$ cat src/rtl/booth_mult_arbiter.sv
// booth_mult_arbiter: two-requester front end sharing one radix-2 Booth
// sequential multiplier. One product per WIDTH+2 cycles.
// Build option: BOOTH_ARB_ROUND_ROBIN_EN selects round-robin arbitration
// (default build uses fixed priority, requester 0 first).
module booth_mult_arbiter #(
   parameter int WIDTH = 8
) (
   input  logic               clk,
   input  logic               rst,
   input  logic               req0_valid,
   output logic               req0_ready,
   input  logic [WIDTH-1:0]   req0_a,
   input  logic [WIDTH-1:0]   req0_b,
   input  logic               req1_valid,
   output logic               req1_ready,
   input  logic [WIDTH-1:0]   req1_a,
   input  logic [WIDTH-1:0]   req1_b,
   output logic               res_valid,
   input  logic               res_ready,
   output logic [2*WIDTH-1:0] res_prod,
   output logic               res_id
);

   localparam int CW = $clog2(WIDTH);

   typedef enum logic [1:0] {IDLE, ITER, DONE} state_t;

   state_t            state_q, state_d;
   logic              gnt0, gnt1;
   // Accumulator carries one guard bit so that A-M with M = most negative
   // value cannot wrap; the product is taken from its low WIDTH bits.
   logic [WIDTH:0]    acc_q, acc_d;
   logic [WIDTH:0]    m_q;
   logic [WIDTH:0]    sum;
   logic [WIDTH-1:0]  q_q, q_d;
   logic              qm1_q, qm1_d;
   logic [CW-1:0]     cnt_q;
   logic              id_q;
`ifdef BOOTH_ARB_ROUND_ROBIN_EN
   logic              ptr_q;
`endif

   // State register
   always_ff @(posedge clk) begin
      if (rst) state_q <= IDLE;
      else     state_q <= state_d;
   end

   // Next-state logic
   always_comb begin
      state_d = state_q;
      case (state_q)
         IDLE:    if (gnt0 || gnt1) state_d = ITER;
         ITER:    if (cnt_q == CW'(WIDTH-1)) state_d = DONE;
         DONE:    if (res_ready) state_d = IDLE;
         default: state_d = IDLE;
      endcase
   end

   // Outputs: grant decision (only in IDLE) and result handshake
   always_comb begin
      gnt0 = 1'b0;
      gnt1 = 1'b0;
      if (state_q == IDLE && !rst) begin
`ifdef BOOTH_ARB_ROUND_ROBIN_EN
         if (req0_valid && req1_valid) begin
            gnt0 = ~ptr_q;
            gnt1 = ptr_q;
         end else begin
            gnt0 = req0_valid;
            gnt1 = req1_valid;
         end
`else
         gnt0 = req0_valid;
         gnt1 = req1_valid && !req0_valid;
`endif
      end
      req0_ready = gnt0;
      req1_ready = gnt1;
      res_valid  = (state_q == DONE) && !rst;
      res_prod   = {acc_q[WIDTH-1:0], q_q};
      res_id     = id_q;
   end

   // One Booth step: add/subtract on {Q0,Q-1}, then arithmetic shift right
   always_comb begin
      case ({q_q[0], qm1_q})
         2'b01:   sum = acc_q + m_q;
         2'b10:   sum = acc_q - m_q;
         default: sum = acc_q;
      endcase
      acc_d = {sum[WIDTH], sum[WIDTH:1]};
      q_d   = {sum[0], q_q[WIDTH-1:1]};
      qm1_d = q_q[0];
   end

   // Datapath registers: load on grant, step while iterating
   always_ff @(posedge clk) begin
      if (rst) begin
         acc_q <= '0;
         m_q   <= '0;
         q_q   <= '0;
         qm1_q <= 1'b0;
         cnt_q <= '0;
         id_q  <= 1'b0;
      end else if (state_q == IDLE) begin
         if (gnt0 || gnt1) begin
            acc_q <= '0;
            qm1_q <= 1'b0;
            cnt_q <= '0;
            id_q  <= gnt1;
            if (gnt1) begin
               m_q <= {req1_a[WIDTH-1], req1_a};
               q_q <= req1_b;
            end else begin
               m_q <= {req0_a[WIDTH-1], req0_a};
               q_q <= req0_b;
            end
         end
      end else if (state_q == ITER) begin
         acc_q <= acc_d;
         q_q   <= q_d;
         qm1_q <= qm1_d;
         cnt_q <= cnt_q + 1'b1;
      end
   end

`ifdef BOOTH_ARB_ROUND_ROBIN_EN
   // Round-robin pointer: favour the requester not granted last
   always_ff @(posedge clk) begin
      if (rst)       ptr_q <= 1'b0;
      else if (gnt0) ptr_q <= 1'b1;
      else if (gnt1) ptr_q <= 1'b0;
   end
`endif

endmodule

$ cat config.mk
export PLATFORM = sky130hd
export DESIGN_NAME = booth_mult_arbiter
export DESIGN_NICKNAME = d
export VERILOG_FILES = /design/src/rtl/booth_mult_arbiter.sv
export SDC_FILE = /design/constraint.sdc
export NUM_CORES = 1
export LEC_CHECK = 0
export BUFFER_PORTS_ARGS = -buffer_cell sky130_fd_sc_hd__buf_2
export CAP_MARGIN = 20
export CORE_MARGIN = 2
export CORE_UTILIZATION = 54
export CTS_BUF_LIST = sky130_fd_sc_hd__clkbuf_4 sky130_fd_sc_hd__clkbuf_8
export CTS_CLUSTER_SIZE = 28
export DETAILED_ROUTE_END_ITERATION = 8
export GPL_ROUTABILITY_DRIVEN = 0
export PLACE_DENSITY = 0.82
export SYNTH_ARGS = -nofsm -noshare
export SYNTH_HDL_FRONTEND = slang
export SYNTH_SLANG_ARGS = --single-unit
export TNS_END_PERCENT = 30
$ cat constraint.sdc
create_clock -name clk -period 3.38 [get_ports clk]
set_input_delay 0.676 -clock clk [delete_from_list [all_inputs] [get_ports clk]]
set_output_delay 0.676 -clock clk [all_outputs]
set_load 0.02 [all_outputs]
Word-level counts from Yosys, hierarchy flattened
Index checks and enable logic that the tools add are counted.
{"block": "op_classes", "n_addsub": 3, "eq_ne": 8, "mux": 21, "reduce_logical": 11}
{"cell": "9-bit 2-to-1 mux", "n": 4}
{"cell": "8-bit 2-to-1 mux", "n": 4}
{"cell": "9-bit one-hot mux with 2 select lines", "n": 1}
{"cell": "9-bit adder", "n": 1}
{"cell": "3-bit 2-to-1 mux", "n": 3}
{"cell": "9-bit subtractor", "n": 1}
{"cell": "2-bit 2-to-1 mux", "n": 3}
{"cell": "2-bit one-hot mux with 3 select lines", "n": 1}
{"cell": "1-bit 2-to-1 mux", "n": 5}
{"cell": "2-bit by 1-bit equality test with 1-bit output (second input constant)", "n": 2}
{"cell": "2-bit equality test (second input constant)", "n": 2}
{"cell": "2-bit != test (second input constant)", "n": 2}
{"cell": "2-bit AND reduction", "n": 2}
{"cell": "3-bit by 1-bit adder with 3-bit output (second input constant)", "n": 1}
{"cell": "3-bit equality test (second input constant)", "n": 1}
{"cell": "1-bit logical AND", "n": 3}
{"cell": "3-bit AND reduction", "n": 1}
{"cell": "1-bit zero test", "n": 2}
{"cell": "2-bit zero test", "n": 1}
{"cell": "2-bit by 1-bit != test with 1-bit output (second input constant)", "n": 1}
{"cell": "2-bit nonzero test", "n": 1}
{"cell": "1-bit logical OR", "n": 1}
{"block": "totals", "reg_bits": 33, "input_bits": 37, "out_inout_bits": 20}

Logic depth before layout (Yosys ltp)
Gate-level depths: netlist of run 1.
{"block": "logic_depth", "ltp_word": 6, "ltp_mapped": 11, "depth_no_buf": 10}

Least setup slack after synthesis of run 1
OpenSTA, ideal clock, no wires.
{"block": "synth_timing", "kind": "reg-to-reg", "start": "register q_q[0]", "end": "register acc_q[4]", "setup_ns": 0.127, "t_arrival_ns": 2.656, "required_ns": 3.253, "path_slack_ns": 0.598, "path_stages_with_launch": 11, "period_less_slack_ns": 2.782, "cell_sequence": "dfxtp_1 ha_1 clkbuf_1 mux2_2 inv_1 ha_1 nor2b_1 o21a_1 o21ai_0 a2111oi_4 or3_1"}
{"block": "synth_via", "elab_chain_cells": 4}
{"element": "start, declared", "line": "35", "text": "logic [WIDTH-1:0] q_q, q_d;"}
{"element": "start signal, assigned", "line": "114", "text": "q_q <= req1_b;"}
{"element": "start signal, assigned", "line": "117", "text": "q_q <= req0_b;"}
{"element": "start signal, assigned", "line": "122", "text": "q_q <= q_d;"}
{"element": "2-bit equality test or 2-bit by 1-bit equality test with 1-bit output (tied branches)", "line": "87", "text": "case ({q_q[0], qm1_q})"}
{"element": "9-bit one-hot mux with 2 select lines (*)", "line": "87"}
{"element": "9-bit 2-to-1 mux (*)", "line": "120", "text": "end else if (state_q == ITER) begin"}
{"element": "9-bit 2-to-1 mux (*)", "line": "106", "text": "end else if (state_q == IDLE) begin"}
{"element": "end signal, assigned", "line": "100", "text": "acc_q <= '0;"}
{"element": "end signal, assigned", "line": "108", "text": "acc_q <= '0;"}
{"element": "end signal, assigned", "line": "121", "text": "acc_q <= acc_d;"}
{"element": "end, declared", "line": "32", "text": "logic [WIDTH:0] acc_q, acc_d;"}
Every way passes the cells marked *; elsewhere a longest branch is shown, timed or not. The select of a mux whose other input is x is not followed.
A chain may end at the register's enable or synchronous reset.

Final worst setup path of run 1
Same ends and word-level chain as after synthesis.

==> results.ini, run 1 <==
[outcome]
status = finished clean

[worst_setup_path]
crit_type = reg2reg
worst_r2r_startpoint = q_q[0]
r2r_setup_slack_ps = 600
critical_path.reg2reg.endpoint = acc_q[4]
reg2reg_depth = 9
cp_data_required_time_ps = 3540
end_kind = register
startpoint_kind_of_the_worst_setup_timing_path = register
cp_data_arrival_time_ps = 2940
cp_max_fo = 9
startpoint = q_q[0]

[yosys]
synth-edff-count = 0
synth_area_um2 = 2000
synth_flop_type = sky130_fd_sc_hd__dfxtp_1
synth_seq_area_share = 0.310
netlist-cell-type-count = 51
synth.yosys.warnings = 0
postSynth.asyncResetShare = 0
synthesis.area_per_instance_um2 = 8.39
synth_fp_nets = 289
post_synth_inst_count = 239
synth.ff_latch_count = 31

[cts]
cts-root-buf = sky130_fd_sc_hd__clkbuf_8
cts_buffers = 5
clk_transition_reported_paths_ps = 70
cts_tree = yes
cts.htree.levels = 2
cts_resized = 0
worstSkewPairLatency_ps = 280
cts_setup_buffers = 0
cts_hold_repair.buffers = 0
clock_sink_count = 31
cts-root-to-sink-buffers = 2

[worst_hold_path]
worst_hold_startpoint = cnt_q[2]
min_path_cells = 2
worst_hold_path.endpoint = cnt_q[2]
worstHoldPathType = reg2reg

[floorplan]
num_rows = 22
core_area_um2 = 3610
die-area_um2 = 4220
die_width_um = 64.9
initial_core_util = 0.556
die_height_um = 64.9
pin_count = 57

[detailed_routing]
wirelength_um = 4420
drc = 0
dr.first_iter.drc_count = 137
drt_first_pass_iters = 4
detail-route-antenna-nets = 0
via_per_inst = 5.70
routed-via-count = 1916
wl_per_cell_um = 13.1

[sta]
layout_min_cycle_time_ps = 2780
timing.final.setup_violations = 0
slew_headroom = 0.461
timing.final.max_slew_violations = 0
rsz_0062_raised_after_global_routing = false
accumulated_negative_setup_slack_ps = 0
achievable-frequency_ghz = 0.360
layout_worst_path_cycle_share = 0.822
tightestPinTransition_ps = 808
count_of_endpoints_failing_hold_in_the_final_timing_report = 0
fin_worst_skew_ps = 4.37

[power_and_ir_drop]
pwr-share-seq = 0.364
cell_internal_pwr_uw = 779
power.switching_fraction = 0.329
fraction_of_power_consumed_by_combinational_cells = 0.332
vdd_drop_max_uv = 242
power.density_cell_area_nw_per_um2 = 487
clockPowerShare = 0.304
cellLeakagePower_uw = 0.00104
p_switching_uw = 382

[global_route]
globalRoute.totalOverflow = 0
initial_antenna_violation_count = 0
grt_max_degree = 24
vias_in_the_first_global_route = 1726
grt.total_usage = 0.220
grt_first_pass_wirelength_um = 7340

[final_layout]
post_route_cells_drive_above_1_share = 0.253
area.growth.synth_to_final_pct = 18.9
layout.nets = 338
insertedDiodeCount = 0
final_cells = 336

[flow_run]
maxCapViolations = 0

[placement]
final_hpwl_from_detailed_placement_um = 3300
placement.io_buffers = 56
dpl.cell_count = 329

cell type report:
class / count / area, µm²
Clock buffer: 6 / 76.3
Clock inverter: 1 / 30.0
Fill cell: 312 / 1220
Inverter: 12 / 45.0
Multi-Input combinational cell: 180 / 1250
Sequential cell: 31 / 621
Tap cell: 48 / 60.1
Timing Repair Buffer: 58 / 295
flip-flops by register name (all words and copies together), names as in the netlist:
signal   count
acc_q        8
qm1_q        1
res_id       1
state_q      2
q_q          8
m_q          8
cnt_q        3
layer usage:
metal	vias up	share of wire	global-route usage
met3	8	0.053	0.0486
met4	0	0.018	0.0878
met1	860	0.46	0.278
met2	76	0.47	0.362
met5	-	0	0
li1	972	-	-
power by group through the flow:
stage                     clock network, µW  logic, µW  registers [µW]
after global routing                    371        431             427
final                                   353        385             423
after CTS                               357        384             423
after global placement                    0        371             429
after floorplan                           0        286             438
after detailed placement                  0        381             430
how the worst max path moves through the flow:
| stage | slack [ps] | to | depth (start not counted) |
|---|---|---|---|
| after floorplan | 600 | acc_q[4] | 10 |
| after global placement | 700 | acc_q[4] | 9 |
| after detailed placement | 600 | acc_q[4] | 9 |
| after CTS | 570 | acc_q[4] | 9 |
| after global routing | 420 | acc_q[4] | 9 |
| final | 600 | acc_q[4] | 9 |
cell usage in the layout, fill, tap and decap left out, drive strengths merged, types with 6 or more instances in the layout:
cell type   n
a32oi       7
inv        11
nand3       6
a222oi      7
clkbuf      6
ha         12
xnor2       6
buf        58
nand2      25
o21ai       7
nor2       34
mux2        8
a311oi      9
dfxtp      31
a21oi      15
Yosys cell counts (2+ instances only):
library cell | count | share of area
sky130_fd_sc_hd__clkbuf_1 | 9 | 0.017
sky130_fd_sc_hd__nand2_1 | 25 | 0.047
sky130_fd_sc_hd__a211oi_1 | 2 | 0.0075
sky130_fd_sc_hd__xnor2_1 | 6 | 0.026
sky130_fd_sc_hd__o21a_1 | 2 | 0.0075
sky130_fd_sc_hd__mux2_1 | 6 | 0.034
sky130_fd_sc_hd__a21oi_1 | 15 | 0.037
sky130_fd_sc_hd__nor3_1 | 3 | 0.0075
sky130_fd_sc_hd__and2_1 | 2 | 0.0062
sky130_fd_sc_hd__buf_6 | 2 | 0.011
sky130_fd_sc_hd__ha_1 | 12 | 0.075
sky130_fd_sc_hd__nor2b_1 | 4 | 0.012
sky130_fd_sc_hd__o21ai_0 | 5 | 0.012
sky130_fd_sc_hd__mux2_2 | 2 | 0.011
sky130_fd_sc_hd__o211ai_1 | 2 | 0.0075
sky130_fd_sc_hd__nand3_1 | 5 | 0.012
sky130_fd_sc_hd__a211o_1 | 2 | 0.0087
sky130_fd_sc_hd__nand2b_1 | 3 | 0.0094
sky130_fd_sc_hd__inv_1 | 11 | 0.021
sky130_fd_sc_hd__mux2i_1 | 2 | 0.010
sky130_fd_sc_hd__dfxtp_1 | 31 | 0.31
sky130_fd_sc_hd__or3_1 | 4 | 0.012
sky130_fd_sc_hd__a311oi_1 | 9 | 0.039
sky130_fd_sc_hd__nor2_1 | 33 | 0.062
sky130_fd_sc_hd__buf_2 | 4 | 0.010
sky130_fd_sc_hd__a222oi_1 | 7 | 0.035
sky130_fd_sc_hd__a32oi_1 | 7 | 0.031
worst max-delay path, cell delays in order, from the launching register on:
cell                        delay, ps
sky130_fd_sc_hd__dfxtp_1          370
sky130_fd_sc_hd__ha_1             350
sky130_fd_sc_hd__mux2_2           410
sky130_fd_sc_hd__inv_1             70
sky130_fd_sc_hd__ha_1             210
sky130_fd_sc_hd__nor2b_1          130
sky130_fd_sc_hd__o21a_1           190
sky130_fd_sc_hd__o21ai_0          460
sky130_fd_sc_hd__a2111oi_4        140
sky130_fd_sc_hd__or3_1            350
cell families (layout without fill, tap and decap cells):
group                      after synthesis  count (layout)  synth area share
and+or+nand+nor                         87              87             0.204
AOI/OAI and AO/OA                       62              62             0.240
DFF                                     31              31             0.310
buffers and inverters                   28              77            0.0643
adders and majority gates               13              13            0.0849
muxes                                   10              10            0.0549
xor gates and xnor gates                 8               8            0.0424
per-stage QoR:
| step | setup WS (ps) | hold WS [ps] | total power [µW] | cell area [µm²] | util |
|---|---|---|---|---|---|
| 6_report | 601 | 483 | 1160 | 2380 | 0.661 |
| 3_3_place_gp | 695 | 455 | 800 | 2280 | 0.631 |
| 2_1_floorplan | 598 | 448 | 724 | 2000 | - |
| 4_1_cts | 572 | 484 | 1160 | 2380 | 0.661 |
| 3_5_place_dp | 602 | 476 | 811 | 2280 | 0.631 |
| 5_1_grt | 424 | 502 | 1230 | 2380 | 0.661 |
Note: power is estimated with default switching activity, not from simulation.
==> run 2, diff against run 1 <==
==> constraint.sdc (replaced) <==
create_clock -name clk -period 2.8 [get_ports clk]
set_input_delay 0.56 -clock clk [delete_from_list [all_inputs] [get_ports clk]]
set_output_delay 0.56 -clock clk [all_outputs]
set_load 0.02 [all_outputs]
==> results.ini, run 2 (synthesis results as in run 1) <==
[floorplan]
die_width_um = 64.9  ; unchanged
initial_core_util = 0.556  ; unchanged
die-area_um2 = 4220  ; unchanged
pin_count = 57  ; unchanged
core_area_um2 = 3610  ; unchanged
die_height_um = 64.9  ; unchanged
num_rows = 22  ; unchanged

[final_layout]
finalCoreUtilization = 0.678  ; +0.0177
layout.nets = 343  ; +1.5%
n_fill_cell = 310  ; -0.64%
sequential_cell_area_um2 = 621  ; unchanged
area.growth.synth_to_final_pct = 22.0
final_cell_area_um2 = 2450  ; +2.7%
multi_input_logic_area_um2 = 1270  ; +1.2%
layout.cells.most_common_list = sky130_fd_sc_hd__buf_2 (56), sky130_fd_sc_hd__nor2_1 (33), sky130_fd_sc_hd__dfxtp_1 (31), sky130_fd_sc_hd__nand2_1 (25), sky130_fd_sc_hd__a21oi_1 (15)
most_common_cell_after_layout_fill_and_taps_aside = sky130_fd_sc_hd__buf_2
insertedDiodeCount = 0  ; unchanged
largestRegisters = acc_q: 8 flops, m_q: 8 flops, q_q: 8 flops
post_route_cells_drive_above_1_share = 0.279  ; +0.0254

[cts]
cts_buffers = 5  ; unchanged
clock_sink_count = 31  ; unchanged
clk_transition_reported_paths_ps = 70  ; about the same
worstSkewPairLatency_ps = 290  ; about the same
cts-root-buf = sky130_fd_sc_hd__clkbuf_8
cts-root-to-sink-buffers = 2  ; unchanged
cts.htree.levels = 2  ; unchanged
cts_tree = yes

[worst_setup_path]
cp_data_required_time_ps = 3020  ; -520 ps
critical_path.reg2reg.endpoint = acc_q[7]
startpoint_kind_of_the_worst_setup_timing_path = register
startpoint = m_q[0]
cp_max_fo = 4  ; -5
worst_path_max_delay_cell = sky130_fd_sc_hd__dfxtp_1
reg2reg_depth = 10  ; +1
worst_r2r_startpoint = m_q[0]
cp_data_arrival_time_ps = 2880  ; -60 ps
crit_type = reg2reg
path_cells = inv_1 -> ha_1 -> a21oi_1 -> xnor2_1 -> ha_1 -> and3_1 -> and2_1 -> a221oi_1 -> xor3_1 -> o21ai_1
critical_path_buf_inv_count = 1  ; unchanged
r2r_setup_slack_ps = 140  ; -460 ps
dominant_delay_contributor_by_cell_family_on_the_critical_path = compound AO/OA/AOI/OAI gates
critical-path-top-cell-by-count = sky130_fd_sc_hd__ha_1
critPathMaxStageDelay_ps = 400  ; -60 ps
end_kind = register

[detailed_routing]
wirelength_um = 4730  ; +7.0%
drt_first_pass_iters = 4  ; unchanged
via_per_inst = 5.70  ; -0.11%
drc = 0  ; unchanged
detail-route-antenna-nets = 0  ; unchanged
dr.first_iter.drc_count = 170  ; +24%
wl_per_cell_um = 13.8  ; +5.1%
routed-via-count = 1948  ; +1.7%

[worst_hold_path]
min_path_cells = 2  ; unchanged
worstHoldPathType = reg2reg
worst_hold_path.endpoint = cnt_q[1]
worst_hold_startpoint = cnt_q[1]

[power_and_ir_drop]
power.density_cell_area_nw_per_um2 = 597  ; +23%
cellLeakagePower_uw = 0.00107  ; +2.9%
vdd_drop_max_uv = 368  ; +52%
fin_total_pwr_uw = 1460  ; +26%

[sta]
layout_min_cycle_time_ps = 2660  ; -117 ps
fin_worst_skew_ps = 4.71  ; +0.346 ps
layout_worst_path_cycle_share = 0.951  ; +0.129
tightestPinTransition_ps = 790  ; -18.2 ps
slew_headroom = 0.473  ; +0.0122
count_of_endpoints_failing_hold_in_the_final_timing_report = 0  ; unchanged
accumulated_negative_setup_slack_ps = 0  ; unchanged
achievable-frequency_ghz = 0.376  ; +4.4%
timing.final.setup_violations = 0  ; unchanged
timing.final.max_slew_violations = 0  ; unchanged
fin_hold_ws_ps = 478  ; -4.94 ps

[global_route]
initial_antenna_violation_count = 0  ; unchanged
grt.total_usage = 0.240  ; +0.0203
globalRoute.totalOverflow = 0  ; unchanged
grt_first_pass_wirelength_um = 7950  ; +8.3%
grt_max_degree = 21  ; -13%
vias_in_the_first_global_route = 1856  ; +7.5%

[placement]
postPlaceCellArea_um2 = 2310  ; +1.6%
placement.io_buffers = 56  ; unchanged
final_hpwl_from_detailed_placement_um = 3490  ; +6.0%

[flow_run]
maxCapViolations = 0  ; unchanged

[outcome]
status = finished clean

[run 2: final cells by class]
class / count / share of cell area
multi-input combinational: 180 / 0.519
tap: 48 / 0.0246
inverter: 12 / 0.0184
clock inverter: 2 / 0.0143
sequential: 31 / 0.254
timing repair buffer: 63 / 0.136
clock buffer: 6 / 0.0338
[run 2: how the worst max path moves through the flow]
| stage | to | slack, ps | depth (start not counted) |
|---|---|---|---|
| after global placement | acc_q[7] | 220 | 10 |
| final | acc_q[7] | 140 | 10 |
| after detailed placement | acc_q[7] | 150 | 10 |
| after global routing | acc_q[7] | -7 | 10 |
| after CTS | acc_q[7] | 120 | 10 |
| after floorplan | acc_q[4] | 20 | 10 |
[run 2: worst register-to-register path, stage by stage (launching register included)]
cell and delay [ps]:
sky130_fd_sc_hd__dfxtp_1 400, sky130_fd_sc_hd__inv_1 110, sky130_fd_sc_hd__ha_1 250, sky130_fd_sc_hd__a21oi_1 170
sky130_fd_sc_hd__xnor2_1 170, sky130_fd_sc_hd__ha_1 290, sky130_fd_sc_hd__and3_1 220, sky130_fd_sc_hd__and2_1 160
sky130_fd_sc_hd__a221oi_1 320, sky130_fd_sc_hd__xor3_1 380, sky130_fd_sc_hd__o21ai_1 110
[run 2: metrics by stage]
stage | setup slack, ps | instances
2_1_floorplan | 17.5 | 239
3_3_place_gp | 224 | 334
3_5_place_dp | 152 | 334
4_1_cts | 119 | 342
5_1_grt | -6.80 | 342
6_report | 138 | 342
[run 2: timing repair]
action / in CTS / in global routing
endpoints found under the hold margin: 0 / 0
setup endpoints to repair: 0 / 2
buffers inserted: 0 / 0
resized for setup: 0 / 3
hold buffers: 0 / 0
[run 2: metal layers]
layer	vias up	global-route usage	wire length [µm]
met5	-	0	0
met2	75	0.405	2300
met4	0	0.106	95
li1	983	-	-
met3	9	0.0451	306
met1	881	0.297	2020
[run 2: where the power goes]
group / leakage (µW) / internal (µW) / switching [µW]
logic: 0.000758 / 214 / 279
clock network: 0.0000612 / 288 / 169
registers: 0.000253 / 475 / 36.7
total: 0.00107 / 977 / 484
